### src/rtl/sd_blk_server.sv
// sd_blk_server: memory-backed responder for the four-drive SD block interface.
// Ports: CLK/RESET_N; sd_* block requests, buffer side; mem_* byte memory; busy, oob.
module sd_blk_server #(
  parameter int BLK_BITS = 9,
  parameter int IMG_BITS = 20
) (
  input  logic                CLK,
  input  logic                RESET_N,
  input  logic [127:0]        sd_lba,
  input  logic [23:0]         sd_blk_cnt,
  input  logic [3:0]          sd_rd,
  input  logic [3:0]          sd_wr,
  output logic [3:0]          sd_ack,
  output logic [BLK_BITS-1:0] sd_buff_addr,
  output logic [7:0]          sd_buff_dout,
  output logic                sd_buff_wr,
  input  logic [31:0]         sd_buff_din,
  output logic [IMG_BITS+1:0] mem_addr,
  output logic                mem_rd,
  output logic                mem_wr,
  output logic [7:0]          mem_wdata,
  input  logic [7:0]          mem_rdata,
  input  logic                mem_ready,
  output logic                busy,
  output logic                oob
);

  localparam int CW = BLK_BITS + 6;
  localparam int LW = IMG_BITS - BLK_BITS;

  typedef enum logic [2:0] {
    IDLE,
    GRANT,
    RD_MEM,
    RD_PUT,
    WR_ADDR,
    WR_LAT,
    WR_MEM,
    DONE
  } state_t;

  state_t        state;
  logic [1:0]    ptr;
  logic [1:0]    drv;
  logic          is_wr;
  logic          oob_q;
  logic [31:0]   lba_q;
  logic [5:0]    blk_q;
  logic [CW-1:0] cnt;

  logic [3:0]    req;
  logic          gnt_vld;
  logic [1:0]    gnt;

  // Round robin: scan from ptr upward, first requester wins.
  always_comb begin
    req     = sd_rd | sd_wr;
    gnt_vld = 1'b0;
    gnt     = ptr;
    for (int i = 3; i >= 0; i--) begin
      if (req[ptr + 2'(i)]) begin
        gnt_vld = 1'b1;
        gnt     = ptr + 2'(i);
      end
    end
  end

  logic [31:0] lba_sel;
  logic [5:0]  blk_sel;
  logic [7:0]  din_sel;

  assign lba_sel = sd_lba[{gnt, 5'b00000} +: 32];
  assign blk_sel = sd_blk_cnt[5'(gnt) * 5'd6 +: 6];
  assign din_sel = sd_buff_din[{drv, 3'b000} +: 8];

  logic [CW:0]         cnt_inc;
  logic [CW:0]         cnt_end;
  logic                last;
  logic [IMG_BITS-1:0] blk_base;
  logic [IMG_BITS-1:0] off_cur;
  logic [IMG_BITS-1:0] off_nxt;
  logic                lba_oob;

  assign cnt_inc  = {1'b0, cnt} + (CW+1)'(1);
  assign cnt_end  = {({1'b0, blk_q} + 7'd1), {BLK_BITS{1'b0}}};
  assign last     = (cnt_inc == cnt_end);
  // Offsets wrap modulo the window, so long transfers stay in the drive.
  assign blk_base = {lba_q[LW-1:0], {BLK_BITS{1'b0}}};
  assign off_cur  = blk_base + IMG_BITS'(cnt);
  assign off_nxt  = blk_base + IMG_BITS'(cnt_inc);
  assign lba_oob  = |lba_q[31:LW];

  always_ff @(posedge CLK) begin
    if (!RESET_N) begin
      state        <= IDLE;
      ptr          <= '0;
      drv          <= '0;
      is_wr        <= 1'b0;
      oob_q        <= 1'b0;
      lba_q        <= '0;
      blk_q        <= '0;
      cnt          <= '0;
      sd_ack       <= '0;
      sd_buff_addr <= '0;
      sd_buff_dout <= '0;
      sd_buff_wr   <= 1'b0;
      mem_addr     <= '0;
      mem_rd       <= 1'b0;
      mem_wr       <= 1'b0;
      mem_wdata    <= '0;
      busy         <= 1'b0;
      oob          <= 1'b0;
    end else begin
      oob        <= 1'b0;
      sd_buff_wr <= 1'b0;
      unique case (state)
        IDLE: begin
          if (gnt_vld) begin
            drv    <= gnt;
            is_wr  <= !sd_rd[gnt];
            lba_q  <= lba_sel;
            blk_q  <= blk_sel;
            cnt    <= '0;
            sd_ack <= 4'b0001 << gnt;
            busy   <= 1'b1;
            state  <= GRANT;
          end
        end
        GRANT: begin
          oob_q    <= lba_oob;
          oob      <= lba_oob;
          mem_addr <= {drv, off_cur};
          if (is_wr) begin
            sd_buff_addr <= cnt[BLK_BITS-1:0];
            state        <= WR_ADDR;
          end else begin
            mem_rd <= !lba_oob;
            state  <= RD_MEM;
          end
        end
        RD_MEM: begin
          if (oob_q || mem_ready) begin
            mem_rd       <= 1'b0;
            sd_buff_addr <= cnt[BLK_BITS-1:0];
            sd_buff_dout <= oob_q ? 8'h00 : mem_rdata;
            sd_buff_wr   <= 1'b1;
            state        <= RD_PUT;
          end
        end
        RD_PUT: begin
          cnt <= cnt_inc[CW-1:0];
          if (last) begin
            sd_ack <= '0;
            busy   <= 1'b0;
            state  <= DONE;
          end else begin
            mem_addr <= {drv, off_nxt};
            mem_rd   <= !oob_q;
            state    <= RD_MEM;
          end
        end
        WR_ADDR: begin
          state <= WR_LAT;
        end
        WR_LAT: begin
          mem_wdata <= din_sel;
          if (oob_q) begin
            cnt <= cnt_inc[CW-1:0];
            if (last) begin
              sd_ack <= '0;
              busy   <= 1'b0;
              state  <= DONE;
            end else begin
              sd_buff_addr <= cnt_inc[BLK_BITS-1:0];
              state        <= WR_ADDR;
            end
          end else begin
            mem_addr <= {drv, off_cur};
            mem_wr   <= 1'b1;
            state    <= WR_MEM;
          end
        end
        WR_MEM: begin
          if (mem_ready) begin
            mem_wr <= 1'b0;
            cnt    <= cnt_inc[CW-1:0];
            if (last) begin
              sd_ack <= '0;
              busy   <= 1'b0;
              state  <= DONE;
            end else begin
              sd_buff_addr <= cnt_inc[BLK_BITS-1:0];
              state        <= WR_ADDR;
            end
          end
        end
        DONE: begin
          ptr   <= drv + 2'd1;
          state <= IDLE;
        end
        default: state <= IDLE;
      endcase
    end
  end

endmodule

### config.mk
export PLATFORM = sky130hd
export DESIGN_NAME = sd_blk_server
export DESIGN_NICKNAME = d
export VERILOG_FILES = /design/src/rtl/sd_blk_server.sv
export SDC_FILE = /design/constraint.sdc
export NUM_CORES = 1
export LEC_CHECK = 0
export BUFFER_PORTS_ARGS = -buffer_cell sky130_fd_sc_hd__buf_4
export CAP_MARGIN = 20
export CORE_ASPECT_RATIO = 1.25
export CORE_MARGIN = 4
export CORE_UTILIZATION = 45
export DETAILED_ROUTE_END_ITERATION = 10
export GPL_ROUTABILITY_DRIVEN = 0
export PLACE_DENSITY = 0.85
export SLEW_MARGIN = 20
export SYNTH_ARGS = -nofsm -noshare
export SYNTH_HDL_FRONTEND = slang
export SYNTH_SLANG_ARGS = --single-unit
### constraint.sdc
create_clock -name CLK -period 3.97 [get_ports CLK]
set_input_delay 0.397 -clock CLK [delete_from_list [all_inputs] [get_ports CLK]]
set_output_delay 0.397 -clock CLK [all_outputs]
set_load 0.005 [all_outputs]
==> flow_metrics.env <==
export IMPL_status="finished clean"
export IMPL_fp_dieW_um=120.1
export IMPL_synth_area_sq_um=7074
export IMPL_powerDensity_nw_per_um2=377.8
export IMPL_ir_drop_mv=0.2678
export IMPL_drcViolationCount=0
export IMPL_worst_pin_slew_ns=0.8368
export IMPL_ys_types=64
export IMPL_port_buffers=258
export IMPL_synth_ff_latch_count=118
export IMPL_hold_viol=0
export IMPL_synth_common_cells="nand2_1 (157), dfxtp_1 (118), a21oi_1 (89)"
export IMPL_critPathRequiredTime_ns=4.26
export IMPL_startpoint_type="register"
export IMPL_clk_pin_slew_ns=0.06
export IMPL_via_per_inst=5.652
export IMPL_drt_iter0_drc=432
export IMPL_clockBufferDepth=2
export IMPL_syn_area_per_cell_sq_um=8.701
export IMPL_grt_pass1_wl_mm=34.85
export IMPL_coreArea_sq_um=15510
export IMPL_via_count=7150
export IMPL_cts_max_level=4
export IMPL_dp_hpwl_mm=16.77
export IMPL_min_period_over_period_pct=91.46
export IMPL_crit_chain="ha_1, nand4_1, nor2_1, nand3_1, nor2_1, xor2_1, ha_1, a21o_1, a21oi_1, o21bai_1, a2111oi_1, nor4_1, o221ai_1, o21ai_1"
export IMPL_max_cap_violations=0
export IMPL_synth_top_area_share_pct=33.39
export IMPL_nets=1252
export IMPL_synthFlopType="dfxtp_1"
export IMPL_rsz0062_at_grt="no"
export IMPL_critPathMaxFanout=9
export IMPL_yosysTopAreaCell="dfxtp_1"
export IMPL_slew_viol_final=0
export IMPL_synthCells=813
export IMPL_cts_tree="yes"
export IMPL_setup_slack_ns=0.3392
export IMPL_drive_above_1_share_pct=35.84
export IMPL_yosysWarnings=0
export IMPL_start_util_pct=45.62
export IMPL_grt_pass1_vias=7206
export IMPL_slowest_stage="dfxtp_1"
export IMPL_die_h_um=148.2
export IMPL_cts_sinks=118
export IMPL_post_synth_top_count_cell="nand2_1"
export IMPL_syn_nets=1026
export IMPL_wl_per_cell_um=17.53
export IMPL_slowest_delay_ns=0.55
export IMPL_finalSetupViolCount=0
export IMPL_hp_class="input pin to register"
export IMPL_worst_setup_path_end_kind="register"
export IMPL_grt_overflow_total=0
export IMPL_totalWireLength_mm=22.18
export IMPL_grt_max_degree=54
export IMPL_critPathTopFamily="compound AO/OA/AOI/OAI gates"
export IMPL_clk_latency_ns=0.42
export IMPL_die_area_sq_um=17800
export IMPL_num_io_pins=259
export IMPL_worst_path_buf_inv=0
export IMPL_worst_setup_path_type="register to register"
export IMPL_hold_buffers=0
export IMPL_syn2layout_area_growth_pct=37.88
export IMPL_postCtsSetupRepairBufs=0
export IMPL_cts_buffers=17
export IMPL_antenna_left=0
export IMPL_drtPass1Iterations=5
export IMPL_clock_skew_ns=0.01191
export IMPL_synth_edf_count=0
export IMPL_place_ws_ns=0.3519
export IMPL_leakage_nw=3.956
export IMPL_ys_seq_area_share_pct=33.39
export IMPL_max_slew_margin_pct=43.70
export IMPL_synthTopCellsByArea="dfxtp_1 (33%), mux4_2 (15%), nand2_1 (8.3%)"
export IMPL_max_freq_mhz=275.4
export IMPL_fin_tns_setup_ns=0
export IMPL_arrival_ns=3.92
export IMPL_cts_root_buf="clkbuf_16"
export IMPL_grt_usage_pct=24.59
export IMPL_row_count=51
export IMPL_async_flop_share_pct=0
export IMPL_antenna_found_initial=1
export IMPL_period_needed_ns=3.631
## repair_timing
action	4_1_cts	5_1_grt
endpoints found under the setup margin	0	1
hold endpoints to repair	0	0
resized for setup	0	1
## per-stage QoR
| step | instance area [sq um] | cells | util [%] | power [W] | hold slack (ns) |
|---|---|---|---|---|---|
| CTS | 9751 | 1264 | 62.88 | 0.003698 | 0.1743 |
| floorplan | 7074 | 813 | - | 0.001714 | 0.4308 |
| global route | 9754 | 1265 | 62.91 | 0.003829 | 0.1763 |
| global placement | 9102 | 1232 | 58.70 | 0.001998 | 0.4414 |
| finish | 9754 | 1265 | 62.91 | 0.003685 | 0.1836 |
| detailed placement | 9102 | 1232 | 58.70 | 0.002016 | 0.4412 |
## layout make-up
class                      count  area (sq um)
timing repair buffer         274          2057
fill                        1314          5752
inverter                      13         48.80
multi-input combinational    615          4370
antenna                        1         2.502
sequential                   118          2362
tap                          212         265.3
clock inverter                11         197.7
clock buffer                  21         450.4
## layer usage
layer  track usage, %  part of all wire (%)  up-vias
met4            8.883                   2.6        0
met5                0                     0        -
met2            45.57                    54      283
met1            27.18                    36     3419
met3            5.896                   6.8       47
li1                 -                     -     3401
## cells in the final DEF, fill, tap and decap left out, types with 3 or more instances in the layout
master and count:
bufinv_16 5, a21boi_0 4, o22ai_1 5, mux2i_1 8, xnor2_1 31, a211oi_1 10, dfxtp_1 118, o21a_1 5
nand2b_1 4, clkbuf_1 3, nand3_1 24, o21bai_1 4, a31oi_1 3, o21ai_0 27, o31a_1 4, a211oi_2 9
nor2b_1 3, clkinv_4 3, a21o_1 5, buf_4 274, xor2_1 9, nor4_2 3, ha_1 9, and3_1 5
nand4_1 4, nand2_1 157, inv_1 11, clkbuf_16 17, nor2_1 56, mux4_2 47, a22o_1 8, a21oi_1 89
nor3b_1 3, nor4_1 17, nor3_1 26
## sequential cells by signal, indices dropped and copies added, names as in the netlist
| signal | count |
|---|---|
| sd_ack | 4 |
| state | 3 |
| oob | 1 |
| lba_q | 32 |
| blk_q | 6 |
| sd_buff_wr | 1 |
| mem_rd | 1 |
| mem_addr | 22 |
| mem_wr | 1 |
| drv | 2 |
| busy | 1 |
| is_wr | 1 |
| mem_wdata | 8 |
| sd_buff_addr | 9 |
| oob_q | 1 |
| sd_buff_dout | 8 |
| cnt | 15 |
| ptr | 2 |
## power by group
group          switching [W]  leakage [nW]  internal (W)
sequential         0.0000689         0.964       0.00126
clock               0.000558         0.312       0.00113
combinational       0.000313          2.68      0.000349
total               0.000940          3.96       0.00275
## cells by family after synthesis
logic type / synth area share, %
buf+inv: 4.952
compound gates: 17.81
xor+xnor: 5.182
flops: 33.39
fa+ha+maj: 1.875
mux: 16.41
simple gates: 20.37
## path summary, 6_finish.rpt
| check | startpoint | endpoint | slack [ns] | cells past startpoint |
|---|---|---|---|---|
| worst max-delay path | cnt[0] | mem_addr[16] | 0.34 | 14 |
| worst min-delay path | mem_rdata[5] | sd_buff_dout[5] | 0.18 | 2 |
| worst max register to register | cnt[0] | mem_addr[16] | 0.34 | 14 |
| worst min register to register | lba_q[12] | lba_q[12] | 0.45 | 2 |
(Power assumes the default switching activity.)
